<file path="src/rtl/pipe_ctrl.sv">
// Pipeline controller: merges stage stall requests into the shared stall bus, sequences
// exception/ERET redirects into a one-cycle registered flush, and keeps watchdog/perf counters.
module pipe_ctrl #(
  parameter int unsigned StallBus = 6,
  parameter int unsigned TIMEOUT  = 1024,
  parameter int unsigned CNT_W    = 32
) (
  input  logic                clk,
  input  logic                rst,
  input  logic                stallreq_from_id,
  input  logic                stallreq_from_ex,
  input  logic                stallreq_from_mem,
  input  logic                excp_valid,
  input  logic [31:0]         excp_target,
  input  logic                eret_valid,
  input  logic [31:0]         epc,
  output logic [StallBus-1:0] stall,
  output logic                flush,
  output logic [31:0]         new_pc,
  output logic                stall_timeout,
  output logic [CNT_W-1:0]    stall_cycle_cnt,
  output logic [CNT_W-1:0]    flush_cnt
);

  localparam int unsigned WdW = $clog2(TIMEOUT + 1);
  localparam logic [WdW-1:0] WdMax = WdW'(TIMEOUT);

  localparam logic [StallBus-1:0] StallMem = StallBus'(6'b011111);
  localparam logic [StallBus-1:0] StallEx  = StallBus'(6'b001111);
  localparam logic [StallBus-1:0] StallId  = StallBus'(6'b000111);

  typedef enum logic [1:0] {StIdle, StFlush, StHold} state_e;

  state_e             state_q, state_d;
  logic [31:0]        new_pc_q, new_pc_d;
  logic [CNT_W-1:0]   flush_cnt_q, flush_cnt_d;
  logic [CNT_W-1:0]   stall_cnt_q, stall_cnt_d;
  logic [WdW-1:0]     wd_cnt_q, wd_cnt_d;
  logic               timeout_q, timeout_d;
  logic [StallBus-1:0] stall_vec;
  logic               accept;

  // Stall bus: highest-priority requester wins; suppressed while flushing or in reset.
  always_comb begin
    stall_vec = '0;
    if (!rst && state_q != StFlush) begin
      if (stallreq_from_mem)     stall_vec = StallMem;
      else if (stallreq_from_ex) stall_vec = StallEx;
      else if (stallreq_from_id) stall_vec = StallId;
    end
  end

  always_comb begin
    state_d     = state_q;
    new_pc_d    = new_pc_q;
    flush_cnt_d = flush_cnt_q;
    stall_cnt_d = stall_cnt_q;
    wd_cnt_d    = wd_cnt_q;
    timeout_d   = timeout_q;
    accept      = 1'b0;

    unique case (state_q)
      StIdle: begin
        // A pending data access blocks the redirect; the source keeps its request up.
        if ((excp_valid || eret_valid) && !stallreq_from_mem) begin
          accept   = 1'b1;
          state_d  = StFlush;
          new_pc_d = excp_valid ? excp_target : epc;
        end
      end
      StFlush: state_d = StHold;
      StHold:  state_d = StIdle;
      default: state_d = StIdle;
    endcase

    if (accept && flush_cnt_q != '1) flush_cnt_d = flush_cnt_q + CNT_W'(1);
    if (stall_vec != '0 && stall_cnt_q != '1) stall_cnt_d = stall_cnt_q + CNT_W'(1);

    if (state_q == StFlush || stall_vec == '0) begin
      wd_cnt_d = '0;
    end else if (wd_cnt_q != WdMax) begin
      wd_cnt_d = wd_cnt_q + WdW'(1);
    end
    if (wd_cnt_d == WdMax) timeout_d = 1'b1;
  end

  always_ff @(posedge clk) begin
    if (rst) begin
      state_q     <= StIdle;
      new_pc_q    <= '0;
      flush_cnt_q <= '0;
      stall_cnt_q <= '0;
      wd_cnt_q    <= '0;
      timeout_q   <= 1'b0;
    end else begin
      state_q     <= state_d;
      new_pc_q    <= new_pc_d;
      flush_cnt_q <= flush_cnt_d;
      stall_cnt_q <= stall_cnt_d;
      wd_cnt_q    <= wd_cnt_d;
      timeout_q   <= timeout_d;
    end
  end

  assign stall           = stall_vec;
  assign flush           = (state_q == StFlush);
  assign new_pc          = new_pc_q;
  assign stall_timeout   = timeout_q;
  assign stall_cycle_cnt = stall_cnt_q;
  assign flush_cnt       = flush_cnt_q;

endmodule

</file>
<file path="config.mk">
export PLATFORM = sky130hd
export DESIGN_NAME = pipe_ctrl
export DESIGN_NICKNAME = d
export VERILOG_FILES = /design/src/rtl/pipe_ctrl.sv
export SDC_FILE = /design/constraint.sdc
export NUM_CORES = 1
export LEC_CHECK = 0
export CORE_MARGIN = 3
export CORE_UTILIZATION = 47
export DETAILED_ROUTE_END_ITERATION = 16
export GPL_ROUTABILITY_DRIVEN = 0
export PLACE_DENSITY = 0.85
export SLEW_MARGIN = 15
export SYNTH_ARGS = -nofsm -noshare
export SYNTH_HDL_FRONTEND = slang
export SYNTH_SLANG_ARGS = --single-unit
</file>
<file path="constraint.sdc">
create_clock -name clk -period 2.53 [get_ports clk]
set_input_delay 0.6325 -clock clk [delete_from_list [all_inputs] [get_ports clk]]
set_output_delay 0.6325 -clock clk [all_outputs]
set_load 0.01 [all_outputs]
</file>
Word level (Yosys, flattened, before mapping)
Cells that the tools add are included.
{"block": "word_totals", "register_bits": 110, "in_bits": 71, "out_inout_bits": 104, "wordCells": 39}
{"block": "classes", "n_addsub": 3, "eq_ne": 7, "n_mux": 11, "n_reduce_logical": 12}
{"op": "adder 32 x 1 -> 32 bit, second input constant", "n": 2}
{"op": "!= test 32 bit, second input constant", "n": 2}
{"op": "2-to-1 mux 32 bit", "n": 1}
{"op": "2-to-1 mux 11 bit", "n": 2}
{"op": "adder 11 x 1 -> 11 bit, second input constant", "n": 1}
{"op": "== test 11 bit, second input constant", "n": 1}
{"op": "!= test 11 bit, second input constant", "n": 1}
{"op": "2-to-1 mux 5 bit", "n": 2}
{"op": "logical NOT 6 bit", "n": 1}
{"op": "nonzero test 6 bit", "n": 1}
{"op": "logical AND 1 bit", "n": 4}
{"op": "2-to-1 mux 4 bit", "n": 1}
{"op": "case mux 2 bit (2 select lines)", "n": 1}
{"op": "2-to-1 mux 3 bit", "n": 1}
{"op": "== test 2 x 1 -> 1 bit, second input constant", "n": 1}
{"op": "logical NOT 1 bit", "n": 2}
{"op": "logical NOT 2 bit", "n": 1}
{"op": "logical OR 1 bit", "n": 2}
{"op": "2-to-1 mux 1 bit", "n": 2}
{"op": "2-to-1 mux 2 bit", "n": 1}
{"op": "!= test 2 x 1 -> 1 bit, second input constant", "n": 1}
{"op": "!= test 2 bit, second input constant", "n": 1}
{"op": "AND reduction 2 bit", "n": 1}

Longest topological paths before layout
{"block": "depth", "ltp_word": 8, "mapped_depth": 8, "ltp_nobuf": 7}

Worst setup path after synthesis
No wires, ideal clock.
{"block": "synth_timing", "kind": "input port to flip-flop", "from": "in excp_valid", "to": "reg flush_cnt_q[25] (netlist: flush_cnt[25])", "setup_ns": 0.121, "arrival_ns": 2.175, "required_ns": 2.409, "path_slack_ns": 0.234, "path_stages": 7, "path_buffers": 2, "cell_sequence": "buf_2 > nor2_1 > nor4_4 > nand3_1 > clkbuf_1 > nor4b_2 > mux2_2"}
{"block": "synth_between", "elab_chain_len": 5}
{"element": "from (decl)", "line": "13", "source": "input logic excp_valid,"}
{"element": "logical OR 1 bit", "line": "65", "source": "if ((excp_valid || eret_valid) && !stallreq_from_mem) begin"}
{"element": "logical AND 1 bit", "line": "65"}
{"element": "2-to-1 mux 1 bit", "line": "65"}
{"element": "2-to-1 mux 1 bit", "line": "62", "source": "unique case (state_q)"}
{"element": "logical AND 1 bit", "line": "76", "source": "if (accept && flush_cnt_q != '1) flush_cnt_d = flush_cnt_q + CNT_W'(1);"}
{"element": "to (signal assigned)", "line": "98", "source": "flush_cnt_q <= flush_cnt_d;"}
{"element": "to (decl)", "line": "36", "source": "logic [CNT_W-1:0] flush_cnt_q, flush_cnt_d;"}
No other way between the ends.
A chain may end at the register's enable or synchronous reset.

Worst setup path in the final report
{"block": "layout_timing", "from": "in stallreq_from_ex", "to": "out stall[0]"}
{"block": "layout_between", "elab_chain_len": 3}
{"element": "from (decl)", "line": "11", "source": "input logic stallreq_from_ex,"}
{"element": "2-to-1 mux 4 bit", "line": "48", "source": "else if (stallreq_from_ex) stall_vec = StallEx;"}
{"element": "2-to-1 mux 5 bit", "line": "47", "source": "if (stallreq_from_mem) stall_vec = StallMem;"}
{"element": "2-to-1 mux 5 bit", "line": "46", "source": "if (!rst && state_q != StFlush) begin"}
{"element": "to (decl)", "line": "17", "source": "output logic [StallBus-1:0] stall,"}
No other way between the ends.

==> metrics.yaml <==
run_status: "finished clean"
utilization_after_layout_pct: 68.1
post-route-cell-area_mm2: 0.00784
final_setup_violations: 0
synth_area_leader_cell: "dfxtp_1"
routed-via-count: 5758
postSynthNetCount: 721
final_nets: 890
cts_made_buffers: 9
top_cells_by_area_in_the_synthesized_netlist: "dfxtp_1, mux2i_1, nor2_1"
period_needed_ns: 2.47
drive_above_1_share_pct: 8.90
synth.yosys.seq_area_share_pct: 39.6
critPathRequiredTime_ns: 1.90
fin_ws_ns: 0.0583
cts_root_buf: "clkbuf_16"
yosysTopAreaCellShare_pct: 39.6
finalHoldViolations: 0
rsz0062_at_grt: "no"
cts_max_path_buffers: 2
drtPass1Iterations: 5
setup.worst_path.class: "input pin to primary output"
n_fill_cell: 887
critPathLaunchType: "input pin"
synth_enable_flop_cells: 0
final-max-slew-violation-count: 0
timing.max_slew.rel_slack_pct: 60.8
final_cell_count_no_fill: 963
detailed_place.area_mm2: 0.00748
place_hpwl_um: 11900
wl_per_cell_um: 16.7
ys_types: 52
crit_path_end_kind: "primary output"
dominantRegCellSynth: "dfxtp_1"
synth.ff_latch_count: 110
layout_commonest_cell: "clkdlybuf4s50_1"
grt_antenna_before_repair: 0
ir_drop_uv: 416
ys_async_sr_fraction_pct: 0
ant_nets: 0
power.density_cell_area_mw_per_mm2: 521
synth_warnings: 0
detailedPlace.worstSlack_ns: -0.467
holdCritPathClass: "register to register"
dieHeight_um: 115
worstRegToRegCells: 6
arrival_ns: 1.84
initial_core_util_pct: 48.3
core_region_area_mm2: 0.0115
die-width_um: 115
leading_cell_types_in_the_layout_fill_and_taps_excluded: "clkdlybuf4s50_1, dfxtp_1, nor2_1, a21oi_1"
static-leakage-power_nw: 2.71
synth_area_mm2: 0.00556
seq_area_mm2: 0.00220
min_delay_path_depth: 1
setup_total_negative_slack_ns: 0
n_antenna_cell: 0
final.period_utilization_pct: 97.7
layout-area-overhead-vs-synth_pct: 41.0
path_clk_slew_ns: 0.07
io_port_bufs: 173
global_route.overflow_total: 0
drt-initial-drc-count: 398
netlist_instances: 646
post-layout-total-power_mw: 4.08
number_of_remaining_drc_errors: 0
io_pins: 175
cts_tree: "built"
drt-total-wl_um: 16100
syn_area_per_cell_um2: 8.61
clock-skew-final_ns: 0.00782
grt_max_degree: 65
holdWs_ns: 0.480
worstMarginPinSlew_ns: 0.588
hold_fix_buffer_count_after_cts: 0
grt_pass1_vias: 5594
cts_sinks: 110
vias_per_cell: 5.98
h-tree-depth: 3
fp-row-count: 39
track_usage_pct: 24.1
max_cap_violations: 0
critical_path_peak_fanout: 4
floorplan_die_area_mm2: 0.0132
grt_first_pass_wirelength_um: 26200
multi_input_area_mm2: 0.00308
place_inst: 946
worstSkewPairLatency_ns: 0.35
timing.fmax_ghz: 0.405
[registers in the layout (all words and copies together) (netlist names)]
name / cells
flush_cnt: 32
new_pc: 32
stall_cycle_cnt: 32
stall_timeout: 1
state_q: 2
wd_cnt_q: 11
[area by class of cell]
class	count	share of cell area (%)
Inverter	14	0.670
Sequential cell	110	28.1
Multi-Input combinational cell	475	39.3
Clock buffer	10	3.05
Timing Repair Buffer	205	25.0
Clock inverter	6	1.69
Tap cell	143	2.28
[cells in the mapped netlist, types with 10 or more instances]
cell,instances
a211oi_1,33
o21ai_0,10
nand3_1,30
inv_1,14
nand4_1,22
or3_1,14
mux2i_1,37
or4_1,24
nor4_1,10
o31ai_1,23
clkbuf_1,26
a21oi_1,46
nand2_1,37
buf_2,12
nor2_1,73
nor3_1,11
dfxtp_1,110
and4_1,10
[report_power, final]
| group | switching (mW) | total, mW | internal (mW) |
|---|---|---|---|
| Clock | 0.631 | 1.72 | 1.09 |
| Sequential | 0.0385 | 1.83 | 1.79 |
| Combinational | 0.248 | 0.535 | 0.287 |
[per-layer routing]
metal	vias to the layer above	wire, um	GRT usage [%]
li1	2763	-	-
met3	32	1210	7.47
met2	233	8260	43.4
met1	2730	6300	27.2
met4	0	339	7.90
met5	-	0	0
[logic make-up after synthesis]
group                    count (synthesis)  synth area share [%]
multiplexers                            44                  8.08
AND/OR/NAND/NOR                        269                  26.4
flip-flops                             110                  39.6
adder cells (fa/ha/maj)                  4                 0.900
XOR/XNOR                                15                  2.36
buffers and inverters                   61                  5.13
other                                    1                0.0674
AO/OA/AOI/OAI                          142                  17.5
[path summary, 6_finish.rpt]
| kind | end | slack, ns | start |
|---|---|---|---|
| setup / recovery | stall[0] | 0.06 | stallreq_from_ex |
| hold / removal | stall_timeout | 0.48 | stall_timeout |
| hold reg to reg | stall_timeout | 0.48 | stall_timeout |
| setup reg to reg | flush_cnt[8] | 0.25 | flush_cnt[24] |
[worst max-delay path: stages]
cell             delay [ns]
clkdlybuf4s50_1        0.51
nor3_2                 0.08
or3_1                  0.35
inv_2                  0.12
clkbuf_2               0.14
[repair_timing]
action | 4_1_cts | 5_1_grt
gates resized for setup | 7 | 6
endpoints found under the setup margin | 5 | 3
setup buffers | 1 | 0
(Power assumes the default switching activity.)
